File: src/rtl/instr_fetch_seq_pkg.sv
// Opcode map, sequencer state encoding and instruction-word layout shared by
// the fetch sequencer and the control unit.
package instr_fetch_seq_pkg;

  localparam logic [3:0] OP_ALU0  = 4'h0;
  localparam logic [3:0] OP_ALU1  = 4'h1;
  localparam logic [3:0] OP_ALU2  = 4'h2;
  localparam logic [3:0] OP_ALU3  = 4'h3;
  localparam logic [3:0] OP_LOAD  = 4'h4;
  localparam logic [3:0] OP_STORE = 4'h5;
  localparam logic [3:0] OP_JUMP  = 4'h6;
  localparam logic [3:0] OP_HALT  = 4'hF;

  typedef enum logic [1:0] {
    ST_FETCH  = 2'd0,
    ST_DECODE = 2'd1,
    ST_EXEC   = 2'd2,
    ST_HALT   = 2'd3
  } fetch_state_t;

  typedef struct packed {
    logic [3:0] opcode;
    logic [3:0] rd;
    logic [3:0] rs1;
    logic [3:0] rs2;
  } instr_t;

  // ALU ops, LOAD and STORE occupy the contiguous range 0..5 and need the datapath.
  function automatic logic is_exec_op(input logic [3:0] op);
    return op <= OP_STORE;
  endfunction

endpackage

File: src/rtl/instr_fetch_seq.sv
// Fetch/decode sequencer: fetches a 16-bit word at pc, decodes it and hands it
// to the datapath (EXEC) until exec_done; JUMP/NOP/HALT are resolved in DECODE.
module instr_fetch_seq
  import instr_fetch_seq_pkg::*;
#(
  parameter int              PC_W     = 8,
  parameter logic [PC_W-1:0] RESET_PC = '0
) (
  input  logic            clk,
  input  logic            rst,
  output logic            imem_req,
  output logic [PC_W-1:0] imem_addr,
  input  logic [15:0]     imem_rdata,
  input  logic            imem_ack,
  output logic [3:0]      opcode,
  output logic [3:0]      rd,
  output logic [3:0]      rs1,
  output logic [3:0]      rs2,
  output logic [7:0]      mem_addr,
  output logic            instr_valid,
  input  logic            exec_done,
  output logic [PC_W-1:0] pc,
  output logic            halted
);

  fetch_state_t    state;
  instr_t          ir;
  logic [PC_W-1:0] jump_tgt;

  // Decoded fields come from the instruction register only, so they stay
  // stable through EXEC regardless of what the memory bus is doing.
  assign opcode    = ir.opcode;
  assign rd        = ir.rd;
  assign rs1       = ir.rs1;
  assign rs2       = ir.rs2;
  assign mem_addr  = {ir.rs1, ir.rs2};
  assign imem_addr = pc;
  assign jump_tgt  = PC_W'({ir.rs1, ir.rs2});

  always_ff @(posedge clk or posedge rst) begin
    if (rst) begin
      state       <= ST_FETCH;
      pc          <= RESET_PC;
      ir          <= '0;
      imem_req    <= 1'b1;
      instr_valid <= 1'b0;
      halted      <= 1'b0;
    end else begin
      case (state)
        ST_FETCH: begin
          if (imem_ack) begin
            ir       <= imem_rdata;
            pc       <= pc + PC_W'(1);
            imem_req <= 1'b0;
            state    <= ST_DECODE;
          end
        end
        ST_DECODE: begin
          if (is_exec_op(ir.opcode)) begin
            instr_valid <= 1'b1;
            state       <= ST_EXEC;
          end else if (ir.opcode == OP_JUMP) begin
            pc       <= jump_tgt;
            imem_req <= 1'b1;
            state    <= ST_FETCH;
          end else if (ir.opcode == OP_HALT) begin
            halted <= 1'b1;
            state  <= ST_HALT;
          end else begin
            // Unassigned opcodes behave as NOP: straight back to fetch.
            imem_req <= 1'b1;
            state    <= ST_FETCH;
          end
        end
        ST_EXEC: begin
          if (exec_done) begin
            instr_valid <= 1'b0;
            imem_req    <= 1'b1;
            state       <= ST_FETCH;
          end
        end
        ST_HALT: begin
          state <= ST_HALT;
        end
        default: begin
          instr_valid <= 1'b0;
          halted      <= 1'b0;
          imem_req    <= 1'b1;
          state       <= ST_FETCH;
        end
      endcase
    end
  end

endmodule

File: config.mk
export PLATFORM = sky130hd
export DESIGN_NAME = instr_fetch_seq
export DESIGN_NICKNAME = d
export VERILOG_FILES = /design/src/rtl/instr_fetch_seq_pkg.sv /design/src/rtl/instr_fetch_seq.sv
export SDC_FILE = /design/constraint.sdc
export NUM_CORES = 1
export LEC_CHECK = 0
export BUFFER_PORTS_ARGS = -buffer_cell sky130_fd_sc_hd__buf_2
export CORE_ASPECT_RATIO = 1.1
export CORE_MARGIN = 4
export CORE_UTILIZATION = 40
export CTS_BUF_LIST = sky130_fd_sc_hd__clkbuf_8
export CTS_CLUSTER_DIAMETER = 200
export DETAILED_ROUTE_END_ITERATION = 16
export MAX_ROUTING_LAYER = met4
export PLACE_DENSITY = 0.68
export SLEW_MARGIN = 20
export SYNTH_ARGS = -nofsm -noshare
export SYNTH_HDL_FRONTEND = slang
export SYNTH_SLANG_ARGS = --single-unit
File: constraint.sdc
create_clock -name clk -period 2 [get_ports clk]
set_input_delay 0.2 -clock clk [delete_from_list [all_inputs] [get_ports clk]]
set_output_delay 0.2 -clock clk [all_outputs]
set_load 0.02 [all_outputs]
-- After elaboration in Yosys (flattened, before gate mapping)
Index checks and enable logic that the tools add are counted.
- bits in registers: 29
- word-level logic and storage cells: 53
- add/subtract/negate cells: 1
- order comparisons: 1
- equal/unequal tests: 11
- multiplexer cells: 19
- bitwise operators: 2
- reduce and logical (&&, ||, !) cells: 10
- operators by type and width (kind ; count):
    two-way mux 8 bit ; 3
    one-hot mux 8 bit (2 select lines) ; 1
    two-way mux 2 bit ; 5
    inequality test 2 bit, second input constant ; 5
    adder 8 x 1 -> 8 bit, second input constant ; 1
    one-hot mux 2 bit (4 select lines) ; 1
    AND reduction 4 bit ; 2
    two-way mux 1 bit ; 7
    AND reduction 5 bit ; 1
    == test 2 bit, second input constant ; 2
    == test 4 x 3 -> 1 bit, second input constant ; 1
    == test 4 bit, second input constant ; 1
    <= comparator 4 x 3 -> 1 bit, second input constant ; 1
    AND reduction 2 bit ; 2
    nonzero test 2 bit ; 2
    inequality test 3 bit, second input constant ; 1
    one-hot mux 1 bit (3 select lines) ; 1
    AND reduction 3 bit ; 1
    nonzero test 3 bit ; 1
    == test 2 x 1 -> 1 bit, second input constant ; 1
    logical NOT 2 bit ; 1
    NOT 1 bit ; 2
    one-hot mux 1 bit (2 select lines) ; 1

-- Logic depth before layout (Yosys ltp)
Gate-level depths: netlist (run 1).
- word-level depth: 5
- mapped depth: 7

-- Worst setup path before layout (run 1)
OpenSTA, ideal clock, no wires.
- path kind: reg2reg
- start: reg state[0]
- end: reg pc[7], in the netlist imem_addr[7]
- library setup time: 126 ps
- data arrival time: 1547 ps
- path slack: 326 ps
- stages on the path, launching flop included: 6
- buffers on the path: 0
- clock period less this slack: 1674 ps
- cell sequence: dfrtp_1 inv_1 ha_1 mux2i_2 o311ai_1 a311o_1
- word-level cells in the longest chain between the ends: 3
- ends and longest elaborated chain (what ; RTL line ; text):
    start, declared ; instr_fetch_seq.sv:26 ; fetch_state_t state;
    start signal, assigned ; instr_fetch_seq.sv:42 ; state <= ST_FETCH;
    start signal, assigned ; instr_fetch_seq.sv:55 ; state <= ST_DECODE;
    start signal, assigned ; instr_fetch_seq.sv:61 ; state <= ST_EXEC;
    == test 2 x 1 -> 1 bit or logical NOT 2 bit (tied branches) ; instr_fetch_seq.sv:49 ; case (state)
    inequality test 2 bit (no line) or nonzero test 2 bit (tied branches) ; - ;
    AND reduction 4 bit (no line) ; - ;
    end signal, assigned ; instr_fetch_seq.sv:53 ; pc <= pc + PC_W'(1);
    end signal, assigned ; instr_fetch_seq.sv:63 ; pc <= jump_tgt;
    end, declared ; instr_fetch_seq.sv:22 ; output logic [PC_W-1:0] pc,
Parallel ways exist; a longest one is shown, timed or not.
A chain may end at the register's enable or synchronous reset.

-- Worst setup path in the final report (run 1)
- start: reg state[1]
- end: reg pc[7], in the netlist imem_addr[7]
Same word-level chain as after synthesis.

==> impl_metrics.prom, run 1 <==
# TYPE chip_impl_metric gauge
chip_impl_metric{name="tightest_slew",unit="ns"} 0.458
chip_impl_metric{name="pre_repair_dr_iteration_count",unit=""} 4
chip_impl_metric{name="yosys_warnings",unit=""} 0
chip_impl_metric{name="number_of_distinct_standard_cells_referenced_by_the_synthesized_netlist",unit=""} 39
chip_impl_metric{name="clkSlewWorstSetupHoldPaths",unit="ns"} 0.06
chip_impl_metric{name="layout.cell_area.non_filler",unit="um^2"} 2000
chip_impl_metric{name="insertion_delay",unit="ns"} 0.28
chip_impl_info{name="synth.top_cells.by_area",value="sky130_fd_sc_hd__dfrtp_1 (44%), sky130_fd_sc_hd__mux2_2 (12%), sky130_fd_sc_hd__buf_4 (7.5%)"} 1
chip_impl_metric{name="synthToLayoutAreaGrowth",unit="%"} 25.2
chip_impl_metric{name="number_of_enable_type_register_cells_in_the_synthesized_netlist",unit=""} 0
chip_impl_info{name="cpLargestDelayFamily",value="multiplexers"} 1
chip_impl_metric{name="overall_via_count_from_detail_route",unit=""} 1245
chip_impl_metric{name="irDropWorstVdd",unit="mV"} 0.924
chip_impl_metric{name="synth.top_cell.area_share",unit="%"} 44.0
chip_impl_info{name="root_buffer",value="sky130_fd_sc_hd__clkbuf_8"} 1
chip_impl_metric{name="synth.ff_latch_count",unit=""} 29
chip_impl_metric{name="post_synth_inst_count",unit=""} 144
chip_impl_metric{name="routedWlPerCell",unit="um"} 13.5
chip_impl_metric{name="hold_buffers",unit=""} 1
chip_impl_info{name="synthDominantAreaCellType",value="sky130_fd_sc_hd__dfrtp_1"} 1
chip_impl_metric{name="setup-tns-final",unit="ns"} 0
chip_impl_metric{name="synth.net_count",unit=""} 171
chip_impl_metric{name="io_buffer_count",unit=""} 62
chip_impl_info{name="tritoncts",value="yes"} 1
chip_impl_metric{name="ys_async_sr_fraction",unit="%"} 100
chip_impl_metric{name="finalHoldViolations",unit=""} 0
chip_impl_metric{name="grt-ovfl-total",unit=""} 0
chip_impl_metric{name="grt_pass1_vias",unit=""} 1172
chip_impl_metric{name="place_inst",unit=""} 241
chip_impl_metric{name="cts_max_level",unit=""} 2
chip_impl_metric{name="cts-root-to-sink-buffers",unit=""} 2
chip_impl_metric{name="detailed_route_wire_length",unit="mm"} 3.37
chip_impl_metric{name="row_count",unit=""} 23
chip_impl_metric{name="ant_nets",unit=""} 0
chip_impl_metric{name="post-route-util",unit="%"} 53.3
chip_impl_metric{name="power.static_leakage",unit="nW"} 0.953
chip_impl_metric{name="worst_slew_margin_rel",unit="%"} 68.9
chip_impl_info{name="startpoint_type",value="flip-flop"} 1
chip_impl_info{name="timing.critical_path.cells",value="inv_1, ha_1, mux2i_2, o311ai_1, a311o_1"} 1
chip_impl_metric{name="grt_antenna_before_repair",unit=""} 0
chip_impl_info{name="mostFrequentLayoutCell",value="sky130_fd_sc_hd__buf_2"} 1
chip_impl_metric{name="chipWidth",unit="um"} 68.2
chip_impl_metric{name="viasPerCell",unit=""} 4.98
chip_impl_metric{name="initialDrtViolationCount",unit=""} 63
chip_impl_metric{name="ys_seq_area_share",unit="%"} 45.6
chip_impl_metric{name="die_h",unit="um"} 74.2
chip_impl_metric{name="design.die.area",unit="um^2"} 5060
chip_impl_metric{name="synth.avg_cell_area",unit="um^2"} 11.1
chip_impl_info{name="worstSetupPathType",value="reg2reg"} 1
chip_impl_metric{name="critPathMaxStageDelay",unit="ns"} 0.47
chip_impl_metric{name="grt_use_total",unit="%"} 14.9
chip_impl_info{name="hold_class",value="in2reg"} 1
chip_impl_metric{name="dpl.hpwl",unit="mm"} 2.56
chip_impl_metric{name="numClockSinks",unit=""} 29
chip_impl_info{name="worstSetupEndpointType",value="flip-flop"} 1
chip_impl_metric{name="post_cts_setup_buffers",unit=""} 0
chip_impl_metric{name="antenna_cells_inserted",unit=""} 0
chip_impl_info{name="rsz0062_at_grt",value="false"} 1
chip_impl_metric{name="critical_path_required",unit="ns"} 2.17
chip_impl_metric{name="cts_buffers",unit=""} 5
chip_impl_metric{name="hold-worst-slack",unit="ns"} 0.145
chip_impl_metric{name="cts-resized-gates",unit=""} 0
chip_impl_metric{name="drive_gt1_share",unit="%"} 47.0
chip_impl_metric{name="timing_max_transition_violations_final",unit=""} 0
chip_impl_metric{name="finish.net_count",unit=""} 226
chip_impl_metric{name="grt_pass1_wl",unit="mm"} 5.42
chip_impl_metric{name="gp_congestion",unit=""} 0.781
chip_impl_metric{name="max_cap_violations",unit=""} 0
chip_impl_info{name="outcome",value="completed"} 1
chip_impl_info{name="critPathSlowestCell",value="sky130_fd_sc_hd__mux2i_2"} 1
chip_impl_metric{name="core_region_area",unit="um^2"} 3740
chip_impl_info{name="ys_dominant_reg_cell",value="sky130_fd_sc_hd__dfrtp_1"} 1
chip_impl_metric{name="pwr_density_cell",unit="nW/um^2"} 1930
chip_impl_metric{name="period_share",unit="%"} 91.2
chip_impl_metric{name="ioPinCount",unit=""} 63
chip_impl_metric{name="worst_clock_skew",unit="ns"} 0.00625
chip_impl_metric{name="route.detailed.drc",unit=""} 0
chip_impl_info{name="most-common-layout-cells",value="sky130_fd_sc_hd__buf_2 (62), sky130_fd_sc_hd__dfrtp_1 (28), sky130_fd_sc_hd__mux2_2 (17)"} 1
chip_impl_metric{name="mappedNetlistArea",unit="um^2"} 1590
chip_impl_metric{name="layoutNonFillerInstCount",unit=""} 250
chip_impl_metric{name="crit_path_max_fanout",unit=""} 7
chip_impl_metric{name="effective_utilization_at_floorplan",unit="%"} 42.6
chip_impl_metric{name="final_period_minus_worst_setup_slack",unit="ns"} 1.82
chip_impl_metric{name="cp_num_buf_inv",unit=""} 1
chip_impl_metric{name="placed_area",unit="um^2"} 1870
chip_impl_metric{name="pin_count_of_the_biggest_net_entering_global_routing",unit=""} 30
chip_impl_metric{name="max_fclk",unit="MHz"} 548
chip_impl_metric{name="finalSetupViolCount",unit=""} 0
chip_impl_metric{name="cp_data_arrival_time",unit="ns"} 1.99
==> cells by family (layout without fill, tap and decap cells) <==
logic type,count (synthesis),in the layout,synth area share [%]
flops,29,29,45.6
buf+inv,28,84,10.9
fa+ha+maj,7,7,5.49
compound gates,24,24,11.0
simple gates,36,36,12.9
mux,20,20,14.1
==> worst reg2reg max path, cell delays in order, from the launching register on <==
cell	delay [ns]
sky130_fd_sc_hd__dfrtp_1	0.43
sky130_fd_sc_hd__inv_1	0.12
sky130_fd_sc_hd__ha_1	0.24
sky130_fd_sc_hd__mux2i_2	0.47
sky130_fd_sc_hd__o311ai_1	0.17
sky130_fd_sc_hd__a311o_1	0.28
==> layout make-up <==
cell class	instances	area, um^2
clock buffer	6	82.6
clock inverter	2	33.8
fill	384	1750
inverter	9	33.8
multi-input combinational	87	693
sequential	29	727
tap	50	62.6
timing repair buffer	67	363
==> registers in the layout (all words and copies together) (netlist names) <==
register / count
rs2: 4
state: 2
imem_req: 1
rd: 4
halted: 1
rs1: 4
imem_addr: 8
opcode: 4
instr_valid: 1
==> metrics by stage <==
stage / setup WS (ns) / total power, mW
after global placement: 0.232 / 3.23
after global routing: 0.0755 / 4.13
after detailed placement: 0.165 / 3.26
after CTS: 0.158 / 3.90
final: 0.176 / 3.85
after floorplan: 0.326 / 2.78
==> power breakdown <==
| group | switching, mW | internal [mW] |
|---|---|---|
| Sequential | 0.302 | 0.885 |
| Combinational | 1.20 | 0.838 |
| Clock | 0.225 | 0.400 |
| Total | 1.73 | 2.12 |
==> path summary, 6_finish.rpt <==
path                                            from                       end  slack [ns]  cells past startpoint
min in group asynchronous                        rst        halted$_DFFE_PP0P_        0.53                      4
worst max register to register  state[1]$_DFFE_PP0P_  imem_addr[7]$_DFFE_PP0P_        0.18                      5
worst max-delay path            state[1]$_DFFE_PP0P_  imem_addr[7]$_DFFE_PP0P_        0.18                      5
worst min-delay path                   imem_rdata[2]        rs2[2]$_DFFE_PP0P_        0.15                      2
worst min register to register    halted$_DFFE_PP0P_        halted$_DFFE_PP0P_        0.47                      1
max in group asynchronous                        rst      imem_req$_DFFE_PP1P_        1.16                      4
==> synth_stat cells (all sizes together) (2+ instances only) <==
cell    count
mux2i       3
a22oi       2
o311ai      2
nand2b      2
mux2       17
dfrtp      28
buf        18
or3         2
nand2      10
inv         9
nor3        2
a22o        2
o22a        2
nand3       8
nor2        3
a21oi       6
o21ai       5
ha          7
nand4       2
==> routing by layer <==
metal  GRT usage, %  vias to the layer above  routed length [um]
li1               -                      606                   -
met1           17.9                      593                1420
met2           23.2                       39                1660
met3           4.53                        7                 223
met4           5.96                        0                  65
met5              -                        -                   0
(Power assumes the default switching activity.)
==> run 2: changes to the inputs <==
CORE_UTILIZATION = 45   (was 40)
PLACE_DENSITY = 0.75   (was 0.68)
==> impl_metrics.prom, run 2 (synthesis results as in run 1) <==
# TYPE chip_impl_metric gauge
chip_impl_metric{name="die_h",unit="um"} 70.4
chip_impl_metric{name="grt_antenna_before_repair",unit=""} 0
chip_impl_metric{name="grt_use_total",unit="%"} 16.2
chip_impl_metric{name="cp_data_arrival_time",unit="ns"} 1.96
chip_impl_metric{name="detailed_route_wire_length",unit="mm"} 3.34
chip_impl_metric{name="numClockSinks",unit=""} 29
chip_impl_metric{name="placed_area",unit="um^2"} 1860
chip_impl_metric{name="tightest_slew",unit="ns"} 0.406
chip_impl_metric{name="final_period_minus_worst_setup_slack",unit="ns"} 1.79
chip_impl_info{name="startpoint_type",value="flip-flop"} 1
chip_impl_metric{name="row_count",unit=""} 22
chip_impl_info{name="tritoncts",value="yes"} 1
chip_impl_metric{name="initialDrtViolationCount",unit=""} 53
chip_impl_info{name="critPathSlowestCell",value="sky130_fd_sc_hd__dfrtp_1"} 1
chip_impl_metric{name="critical_path_required",unit="ns"} 2.17
chip_impl_metric{name="antenna_cells_inserted",unit=""} 0
chip_impl_metric{name="design.die.area",unit="um^2"} 4560
chip_impl_metric{name="swShare",unit="%"} 44.9
chip_impl_metric{name="viasPerCell",unit=""} 5.11
chip_impl_metric{name="io_buffer_count",unit=""} 62
chip_impl_metric{name="nFillCells",unit=""} 297
chip_impl_metric{name="largest_reg_flops",unit=""} 8
chip_impl_metric{name="grt_pass1_wl",unit="mm"} 5.49
chip_impl_metric{name="finalPower",unit="mW"} 3.85
chip_impl_metric{name="finalHoldViolations",unit=""} 0
chip_impl_metric{name="effective_utilization_at_floorplan",unit="%"} 47.1
chip_impl_metric{name="net-switching-power",unit="mW"} 1.73
chip_impl_metric{name="post_cts_setup_buffers",unit=""} 0
chip_impl_info{name="timing.critical_path.cells",value="inv_1, ha_1, inv_1, or2_1, o22a_1, o22a_1"} 1
chip_impl_metric{name="drive_gt1_share",unit="%"} 47.3
chip_impl_metric{name="hold-worst-slack",unit="ns"} 0.145
chip_impl_metric{name="pin_count_of_the_biggest_net_entering_global_routing",unit=""} 20
chip_impl_metric{name="route.detailed.drc",unit=""} 0
chip_impl_metric{name="irDropWorstVdd",unit="mV"} 0.981
chip_impl_metric{name="routedWlPerCell",unit="um"} 13.4
chip_impl_metric{name="grt-ovfl-total",unit=""} 0
chip_impl_metric{name="seq_power_share",unit="%"} 30.7
chip_impl_metric{name="cts_max_level",unit=""} 2
chip_impl_metric{name="gp_congestion",unit=""} 0.861
chip_impl_metric{name="finish.net_count",unit=""} 227
chip_impl_metric{name="period_share",unit="%"} 89.4
chip_impl_metric{name="pre_repair_dr_iteration_count",unit=""} 5
chip_impl_metric{name="p_int",unit="mW"} 2.12
chip_impl_metric{name="cp_num_buf_inv",unit=""} 2
chip_impl_metric{name="ioPinCount",unit=""} 63
chip_impl_metric{name="p_comb_share",unit="%"} 53.4
chip_impl_metric{name="pwr_density_cell",unit="nW/um^2"} 1940
chip_impl_metric{name="grt_pass1_vias",unit=""} 1207
chip_impl_metric{name="setup-tns-final",unit="ns"} 0
chip_impl_metric{name="critPathMaxStageDelay",unit="ns"} 0.43
chip_impl_metric{name="core_region_area",unit="um^2"} 3390
chip_impl_metric{name="ant_nets",unit=""} 0
chip_impl_metric{name="power.static_leakage",unit="nW"} 0.952
chip_impl_metric{name="worst_slew_margin_rel",unit="%"} 73.0
chip_impl_metric{name="insertion_delay",unit="ns"} 0.28
chip_impl_metric{name="dpl.hpwl",unit="mm"} 2.60
chip_impl_info{name="cpLargestDelayFamily",value="flip-flops"} 1
chip_impl_info{name="hold_class",value="in2reg"} 1
chip_impl_metric{name="clkSlewWorstSetupHoldPaths",unit="ns"} 0.06
chip_impl_metric{name="max_cap_violations",unit=""} 0
chip_impl_metric{name="max_fclk",unit="MHz"} 560
chip_impl_metric{name="worst_clock_skew",unit="ns"} 0.00439
chip_impl_metric{name="crit_path_max_fanout",unit=""} 8
chip_impl_info{name="most-common-layout-cells",value="sky130_fd_sc_hd__buf_2 (62), sky130_fd_sc_hd__dfrtp_1 (28), sky130_fd_sc_hd__mux2_2 (17)"} 1
chip_impl_info{name="worstSetupEndpointType",value="flip-flop"} 1
chip_impl_metric{name="cts-root-to-sink-buffers",unit=""} 2
chip_impl_metric{name="cts_buffers",unit=""} 5
chip_impl_metric{name="timing_max_transition_violations_final",unit=""} 0
chip_impl_info{name="outcome",value="completed"} 1
chip_impl_metric{name="chipWidth",unit="um"} 64.7
chip_impl_info{name="mostFrequentLayoutCell",value="sky130_fd_sc_hd__buf_2"} 1
chip_impl_metric{name="overall_via_count_from_detail_route",unit=""} 1272
chip_impl_metric{name="layout.cell_area.non_filler",unit="um^2"} 1990
chip_impl_info{name="worstSetupPathType",value="reg2reg"} 1
chip_impl_info{name="root_buffer",value="sky130_fd_sc_hd__clkbuf_8"} 1
chip_impl_metric{name="finalSetupViolCount",unit=""} 0
chip_impl_info{name="rsz0062_at_grt",value="false"} 1
chip_impl_metric{name="synthToLayoutAreaGrowth",unit="%"} 24.7
chip_impl_metric{name="share_clk_of_total_power",unit="%"} 15.9
-- run 2: cell types whose count changed in the layout (fill, tap and decap cells not counted), sizes merged --
cell | before | now
buf | 66 | 67
-- run 2: per-layer routing --
metal	track usage, %	wire length [um]	vias up
li1	-	-	611
met1	18.5	1350	608
met2	25.2	1700	43
met3	4.50	198	10
met4	9.15	85	0
met5	-	0	-
-- run 2: repair_timing --
| item | CTS | global route |
|---|---|---|
| resized for setup | 0 | 0 |
| hold buffers | 1 | 0 |
| endpoints found under the hold margin | 10 | 0 |
-- run 2: metrics by stage --
stage          instances  util, %  setup slack (ns)
3_3_place_gp         240     55.0             0.249
5_1_grt              249     58.7             0.107
6_report             249     58.7             0.213
4_1_cts              249     58.7             0.197
3_5_place_dp         240     55.0             0.201
2_1_floorplan        144        -             0.326
-- run 2: worst register-to-register path, cell delays in order (launching register included) --
cell and delay, ns:
sky130_fd_sc_hd__dfrtp_1 0.43, sky130_fd_sc_hd__inv_1 0.13, sky130_fd_sc_hd__ha_1 0.30, sky130_fd_sc_hd__inv_1 0.18, sky130_fd_sc_hd__or2_1 0.27, sky130_fd_sc_hd__o22a_1 0.18, sky130_fd_sc_hd__o22a_1 0.19
-- run 2: final timing paths --
| check | to | cells after the start | start | slack (ns) |
|---|---|---|---|---|
| max in group asynchronous | imem_req$_DFFE_PP1P_ | 4 | rst | 0.90 |
| max | imem_addr[6]$_DFFE_PP0P_ | 6 | state[1]$_DFFE_PP0P_ | 0.21 |
| min reg2reg | halted$_DFFE_PP0P_ | 1 | halted$_DFFE_PP0P_ | 0.46 |
| min | rs1[0]$_DFFE_PP0P_ | 2 | imem_rdata[4] | 0.15 |
| max reg2reg | imem_addr[6]$_DFFE_PP0P_ | 6 | state[1]$_DFFE_PP0P_ | 0.21 |
| min in group asynchronous | opcode[3]$_DFFE_PP0P_ | 3 | rst | 0.45 |
-- run 2: area by class of cell --
class / count / area, um^2 / share of cell area, %
sequential: 29 / 727 / 36.6
inverter: 9 / 33.8 / 1.70
clock inverter: 2 / 33.8 / 1.70
multi-input combinational: 87 / 693 / 34.9
timing repair buffer: 68 / 358 / 18.0
tap: 48 / 60.1 / 3.02
clock buffer: 6 / 82.6 / 4.15
-- run 2: power by group through the flow --
stage,Clock [mW],Combinational [mW],Sequential [mW]
2_1_floorplan,0,1.31,1.48
3_3_place_gp,0,2.04,1.18
3_5_place_dp,0,2.08,1.19
4_1_cts,0.629,2.08,1.18
5_1_grt,0.662,2.23,1.23
6_report,0.614,2.06,1.18
